File: config.mk
export PLATFORM = sky130hd
export DESIGN_NAME = acc_req_buffer
export DESIGN_NICKNAME = d
export VERILOG_FILES = /design/src/rtl/acc_req_buffer.sv
export SDC_FILE = /design/constraint.sdc
export NUM_CORES = 1
export LEC_CHECK = 0
export CAP_MARGIN = 20
export CORE_ASPECT_RATIO = 1.75
export CORE_MARGIN = 1
export CORE_UTILIZATION = 61
export CTS_CLUSTER_SIZE = 40
export DETAILED_ROUTE_END_ITERATION = 12
export GPL_TIMING_DRIVEN = 1
export PLACE_DENSITY = 0.89
export SETUP_SLACK_MARGIN = 0.1
export SYNTH_ARGS = -nofsm -noshare
export SYNTH_HDL_FRONTEND = slang
export SYNTH_SLANG_ARGS = --single-unit
File: constraint.sdc
create_clock -name clk -period 7.9 [get_ports clk]
set_input_delay 1.58 -clock clk [delete_from_list [all_inputs] [get_ports clk]]
set_output_delay 1.58 -clock clk [all_outputs]
set_load 0.05 [all_outputs]
File: src/rtl/acc_req_buffer.sv
// rtl/acc_req_buffer.sv - per-accumulator request FIFOs between core commit and FPR accumulators
module acc_req_buffer #(
  parameter int N_ACC = 3,
  parameter int DEPTH = 4,
  localparam int AW = (N_ACC > 1) ? $clog2(N_ACC) : 1
) (
  input  logic                    clk,
  input  logic                    reset,
  input  logic                    push,
  input  logic [AW-1:0]           push_acc,
  input  logic [31:0]             push_data,
  output logic                    push_ready,
  output logic [N_ACC-1:0]        acc_req_valid,
  output logic [N_ACC-1:0][31:0]  acc_data,
  input  logic [N_ACC-1:0]        acc_req_ready,
  output logic                    busy,
  output logic                    overflow
);

  localparam int PW = $clog2(DEPTH);
  localparam int CW = PW + 1;

  logic [31:0]   r_mem   [N_ACC][DEPTH];
  logic [PW-1:0] r_rd    [N_ACC];
  logic [PW-1:0] r_wr    [N_ACC];
  logic [CW-1:0] r_count [N_ACC];
  logic          r_overflow;

  logic [N_ACC-1:0] w_push_en;
  logic [N_ACC-1:0] w_pop;

  // Acceptance looks only at the registered count, so a full channel stays
  // closed even when it pops this cycle; out-of-range indices never match.
  always_comb begin
    push_ready = 1'b0;
    for (int i = 0; i < N_ACC; i++) begin
      if (push_acc == AW'(i)) begin
        push_ready = (r_count[i] != CW'(DEPTH));
      end
    end
  end

  // Per-channel push and pop enables.
  always_comb begin
    w_push_en = '0;
    w_pop     = '0;
    for (int i = 0; i < N_ACC; i++) begin
      w_push_en[i] = push && (push_acc == AW'(i)) && (r_count[i] != CW'(DEPTH));
      w_pop[i]     = (r_count[i] != '0) && acc_req_ready[i];
    end
  end

  // Head-of-queue outputs come straight from registered state (no empty bypass).
  always_comb begin
    acc_req_valid = '0;
    acc_data      = '0;
    for (int i = 0; i < N_ACC; i++) begin
      acc_req_valid[i] = (r_count[i] != '0);
      acc_data[i]      = r_mem[i][r_rd[i]];
    end
    busy     = |acc_req_valid;
    overflow = r_overflow;
  end

  // Pointers, occupancy and the sticky overflow flag; reset wins over traffic.
  always_ff @(posedge clk) begin
    if (reset) begin
      for (int i = 0; i < N_ACC; i++) begin
        r_rd[i]    <= '0;
        r_wr[i]    <= '0;
        r_count[i] <= '0;
      end
      r_overflow <= 1'b0;
    end else begin
      for (int i = 0; i < N_ACC; i++) begin
        if (w_push_en[i]) begin
          r_wr[i] <= r_wr[i] + PW'(1);
        end
        if (w_pop[i]) begin
          r_rd[i] <= r_rd[i] + PW'(1);
        end
        case ({w_push_en[i], w_pop[i]})
          2'b10:   r_count[i] <= r_count[i] + CW'(1);
          2'b01:   r_count[i] <= r_count[i] - CW'(1);
          default: r_count[i] <= r_count[i];
        endcase
      end
      if (push && !push_ready) begin
        r_overflow <= 1'b1;
      end
    end
  end

  // FIFO storage is left uninitialised; only the pointers define its contents.
  always_ff @(posedge clk) begin
    for (int i = 0; i < N_ACC; i++) begin
      if (w_push_en[i] && !reset) begin
        r_mem[i][r_wr[i]] <= push_data;
      end
    end
  end

endmodule

-- Word-level counts from Yosys, hierarchy flattened
Memories as Yosys holds them, arrays and structs flattened.
Index checks and enable logic that the tools add are counted.
Widths: inputs -> output; s select.
- register bits after elaboration: 1
- bits in writable memories: 405
- input port bits: 40
- output and inout port bits: 102
- memories: 4
- add/sub/neg operators: 12
- $lt $le $gt $ge: 9
- equality and inequality tests: 11
- multiplexer cells: 92
- bitwise gates (word level): 21
- reduce and logical (&&, ||, !) cells: 28
- memory list (memory ; words ; bits a word ; read ports ; clocked after memory_dff ; write ports ; RTL line ; RTL):
    r_mem ; 3 ; 128 ; 3 ; 0 ; 1 ; 23 ; logic [31:0] r_mem [N_ACC][DEPTH];
    r_count ; 3 ; 3 ; 3 ; 0 ; 3 ; 26 ; logic [CW-1:0] r_count [N_ACC];
    r_rd ; 3 ; 2 ; 3 ; 0 ; 3 ; 24 ; logic [PW-1:0] r_rd [N_ACC];
    r_wr ; 3 ; 2 ; 3 ; 0 ; 3 ; 25 ; logic [PW-1:0] r_wr [N_ACC];
- operators with widths (kind ; number):
    $mux 128 ; 7
    $mux 32 ; 9
    $reduce_or 128->1 ; 2
    $bmux 32 s2 ; 3
    $demux 32 s2 ; 3
    $mux 1 ; 53
    $mux 3 ; 9
    $ge 3x3->1 const B ; 6
    $not 2->3 ; 6
    $logic_and 1x1->1 ; 16
    $mux 2 ; 8
    $or 1x1->1 ; 15
    $add 2x1->2 const B ; 6
    $add 3x1->3 const B ; 3
    $lt 3x1->1 const B ; 3
    $ne 3x3->1 const B ; 3
    $reduce_bool 3->1 ; 3
    $sub 3x1->3 const B ; 3
    $eq 2x1->1 const B ; 4
    $eq 2x2->1 const B ; 4
    $reduce_or 2->1 ; 3
    $reduce_or 3->1 ; 1
    $logic_not 1->1 ; 2
    $logic_not 2->1 ; 1

-- Logic depth before layout (Yosys ltp)
- depth in word-level cells: 10
- mapped depth: 9
- mapped depth without buffers: 9

-- Worst setup path after synthesis
OpenSTA, ideal clock, no wires.
- path kind: input -> register
- start: input port push
- end: memory r_mem[0][0] in the netlist's numbering (enable)
- arrival time: 4.489 ns
- data required time: 7.432 ns
- path slack: 2.943 ns
- stages: 4
- path through: nor2b_1 nand3_1 buf_4 nor3b_1
- longest elaborated chain between the ends: 8
- elaborated cells on any way between the ends: 21
- those cells by class: mux: 10; reduce/logical: 11
- ends and longest elaborated chain (element ; RTL line ; RTL):
    start: declaration ; 9 ; input logic push,
    $logic_and 1x1->1 (2 in a row) ; 48 ; w_push_en[i] = push && (push_acc == AW'(i)) && (r_count[i] != CW'(DEPTH));
    $logic_and 1x1->1 ; 97 ; if (w_push_en[i] && !reset) begin
    $mux 1 ; 97 ;
    $mux 128 (implied by the code) ; 98 ; r_mem[i][r_wr[i]] <= push_data;
    $reduce_or 128->1 (no source line) ; -- ;
    $mux 2 (no source line) or $mux 128 (tied branches) (2 in a row) ; -- ;
    end: declaration ; 23 ;
Parallel ways exist; a longest one is shown, timed or not.

-- Worst setup path after layout
- start: input port push_acc[1]
- end: output port push_ready
- longest elaborated chain between the ends: 4
- elaborated cells on any way between the ends: 6
- those cells by class: eq/ne: 2; mux: 3; reduce/logical: 1
- ends and longest elaborated chain (element ; RTL line ; RTL):
    start: declaration ; 10 ; input logic [AW-1:0] push_acc,
    $logic_not 2->1 ; 37 ; if (push_acc == AW'(i)) begin
    $mux 1 (2 in a row) ; 37 ;
    $mux 1 * ; 37 ;
    end: declaration ; 12 ; output logic push_ready,
Every way passes the cells marked *; elsewhere a longest branch is shown, timed or not.

==> results.txt <==
After detailed routing, the number of vias per cell comes to 6.480. The final antenna-violating net count is 0. STA classifies the critical path endpoint as a primary output. Summed over all nets, the half-perimeter wirelength after detailed placement is 19.50 mm. The slew at the pin closest to its max-slew limit was 1.108 ns; the design area was 18460 um^2. For this configuration, the core starts out at a cell density of 62.48%.

Number of maximum-capacitance constraint violations: 0. Via count: 7594. The DRC marker count from the first detailed-route iteration came out at 783. The worst-skew pair later-pin latency is 0.52 ns, and the placeable core area is 24820 um^2. The count of final max-slew check failures was 0; the share of total power in the clock network was 32.4%. Number of remaining DRC errors: 0. Number of nets in the synthesized netlist: 734.

The category of the worst setup path launch point is a primary input. The synthesis-stage register bit count is 406. Yosys mapped a number of flops with a built-in enable equal to 405. The switching share of power was 28.00%; the share of flip-flops with an asynchronous set or reset was 0%.

TritonCTS built the clock tree. The number of standard cells in the layout, taps in and fillers out was 1172. The minimum period implied by the final worst setup slack works out to 5.272 ns.

For this run, the post-layout net count is 899. The first detailed-routing pass took 5 iterations. The tools report the total negative slack as 0 ns.

The die is 122.5 um wide. From synthesis to final layout, the design area changed by 19.07%. In this run the cell area measured after placement is 17300 um^2. The clock transition time at the flip-flop clock pins of the worst setup and hold paths works out to 0.07 ns. The first global-routing pass estimated 50.69 mm of wire. The worst vdd rail ir drop came out at 0.0001940 V. The number of library cell types mapped by synthesis is 42, and the data arrival at the endpoint of the critical path is 3.69 ns. After clock tree synthesis, the repair step resized 0 gates.

I/O pin count: 142. The worst hold path stage count is 1, and the combinational share of power is 20.7%. During placement, the flow inserted port buffers numbering 141. Mean cell area of the mapped netlist: 23.11 um^2.

For this run, the leading register cell type out of synthesis is edfxtp_1. STA puts the critical path data required time at 6.32 ns. The tools report the sum of internal, switching and leakage power as 5.294 mW.

After clock tree synthesis, the setup repair step added 0 buffers. In this run the cell area of the synthesized design comes to 15510 um^2. On the final layout, the worst clock skew is 0.01456 ns. The length in cells of the worst reg-to-reg path was 7. Dividing total power by cell area gives a power density of 286.7 nW/um^2.

Summed over all cells, the static leakage comes to 5.942 nW. Number of warnings printed during yosys synthesis: 0. Counting the buffers created by CTS gives 34. CTS built an H-tree with a depth of 2.

The path with the worst hold slack has its endpoint at overflow$_SDFFE_PP0P_. The startpoint identified for the worst hold timing path is overflow$_SDFFE_PP0P_. The library cells used most frequently in the layout, excluding fill and tap cells, are edfxtp_1 (405), clkdlybuf4s50_1 (141), mux4_2 (96), clkbuf_16 (37), ha_1 (21).

Clock tree synthesis found a total of 406 sinks. Along the worst path, the maximum fanout reaches 5. Entering global routing, the biggest net connects 33 pins.

The cell accounting for the most synthesized area was edfxtp_1. The count of hold-fix buffers inserted at cts was 0. The run gives 46.9% as the part of the total power dissipated in sequential elements.

The tools report the switching component of the power as 1.482 mW. Die area: 26090 um^2. Sorting the synthesized cells by area gives the leading types as edfxtp_1 (78%), mux4_2 (14%), ha_1 (1.7%).

The proportion of synthesized chip area in sequential cells came out at 78.55%. The final count of negative-setup-slack endpoints is 0, and the number of hold violations in the final report is 0. Setup repair after global routing left no endpoint under its margin.

The tools report the number of placement rows as 76. The combined global-route utilization of all metal layers was 28.13%. The slack of the worst reg-to-reg path is 4.89 ns.

By startpoint and endpoint, the worst setup path is classified as primary input to primary output. The via count of the first global-routing pass is 8109, and the cell-internal power is 3.811 mW. The deepest clock path buffer count is 3, and the layout cell share with drive strength beyond 1 is 22.47%.

In this run the biggest area consumer among cell types represents 78.43% of the synthesized area. The run gives 1 as the number of antenna violations at the first check in global routing. The tools report the cell chosen for the clock root as clkbuf_16.

Headroom to the max-slew limit came out at 25.88%. The worst register-to-register path begins at r_count[0][1]$_SDFFCE_PP0P_. The die outline height is 212.9 um. After layout, the worst path uses 66.73% of the clock period. The library cell used most frequently in the layout, excluding fill and tap cells, is edfxtp_1.

The flow ran to the end, and the final reports show no timing, DRC or antenna violations. The endpoint identified for the worst register-to-register timing path is r_count[2][0]$_DFFE_PP_. Timing would allow up to 189.7 MHz. The congestion estimate from routability-driven global placement came to 0.8338. For the cell count after synthesis, the log shows 671. After detailed routing, the total wire length is 34.83 mm.

In this run the worst hold path is classified as flop to flop. Summed over all layers, the global routing overflow is 0. Including well taps, the total number of placed cells is 1110.

In the final routed layout, each cell accounts on average for 29.72 um.
==> area by class of cell <==
type,count,area (um^2)
fillers,1277,6355
clock inverters,17,192.7
multi-input cells,215,3131
inverters,22,82.58
repair buffers,157,1539
clock buffers,42,944.7
diodes,1,2.502
well taps,312,390.4
flip-flops and latches,406,12180
==> per-stage QoR <==
stage               util, %  worst slack [ns]  hold slack, ns
global route          74.39             2.592          0.6227
global placement      69.71             2.711          0.5401
CTS                   74.29             2.703          0.5964
detailed placement    69.71             2.723          0.5720
floorplan                 -             2.943          0.5673
finish                74.40             2.628          0.6111
==> kinds of logic (layout without fill, tap and decap cells) <==
family                   Yosys count  in the layout  synth area share, %
other                              0              1                    0
adder cells (fa/ha/maj)           23             23                1.953
multiplexers                      96             96                13.94
flip-flops                       406            406                78.55
buffers and inverters             50            238                1.549
AO/OA/AOI/OAI                     23             23                1.146
XOR/XNOR                           9              9               0.5083
AND/OR/NAND/NOR                   64             64                2.348
==> worst max-delay path: stages <==
cell	delay [ns]
clkdlybuf4s50_1	0.53
a21boi_0	0.47
a21oi_1	0.07
o21ai_0	0.20
clkdlybuf4s50_1	0.84
==> synth_stat cells (2+ instances only) <==
library cell  number
edfxtp_1         405
mux4_2            96
ha_1              21
inv_1             20
nand2_1           16
buf_2             12
nor2_1            11
buf_4             10
nor3_1             8
nor3b_1            8
xnor2_1            7
a21oi_1            6
clkbuf_1           6
o21ai_0            5
and2_1             4
a211oi_1           3
fa_1               2
inv_2              2
nor2b_1            2
o211ai_1           2
or2_2              2
or3_4              2
xor2_1             2
==> metal layers <==
layer | part of all wire [%] | routed length [um] | vias up | global-route usage (%)
li1 | - | - | 3089 | -
met1 | 33 | 11390 | 3945 | 32.73
met2 | 57 | 19780 | 464 | 51.24
met3 | 6.5 | 2276 | 94 | 3.606
met4 | 4.0 | 1376 | 2 | 12.78
met5 | 0.034 | 12 | - | 0
==> state kept, by name (all words and copies together), names as in the netlist <==
name      flops
overflow      1
r_count       9
r_mem       384
r_rd          6
r_wr          6
==> worst max-delay path by stage <==
| stage | slack, ns | cells after the start | start | to |
|---|---|---|---|---|
| 6_report | 2.63 | 5 | push_acc[1] | push_ready |
| 5_1_grt | 2.59 | 5 | push_acc[1] | push_ready |
| 4_1_cts | 2.70 | 5 | push_acc[1] | push_ready |
| 3_5_place_dp | 2.72 | 5 | push_acc[1] | push_ready |
| 3_3_place_gp | 2.71 | 5 | push_acc[1] | push_ready |
| 2_1_floorplan | 2.94 | 4 | push | r_mem[0][0]$_DFFE_PP_ |
==> power by group through the flow <==
stage / sequential [mW] / combinational (mW) / clock, mW
2_1_floorplan: 2.48 / 0.777 / 0
3_3_place_gp: 2.52 / 1.06 / 0
3_5_place_dp: 2.53 / 1.08 / 0
4_1_cts: 2.48 / 1.10 / 1.73
5_1_grt: 2.49 / 1.13 / 1.80
6_report: 2.48 / 1.09 / 1.72
(Power assumes the default switching activity.)
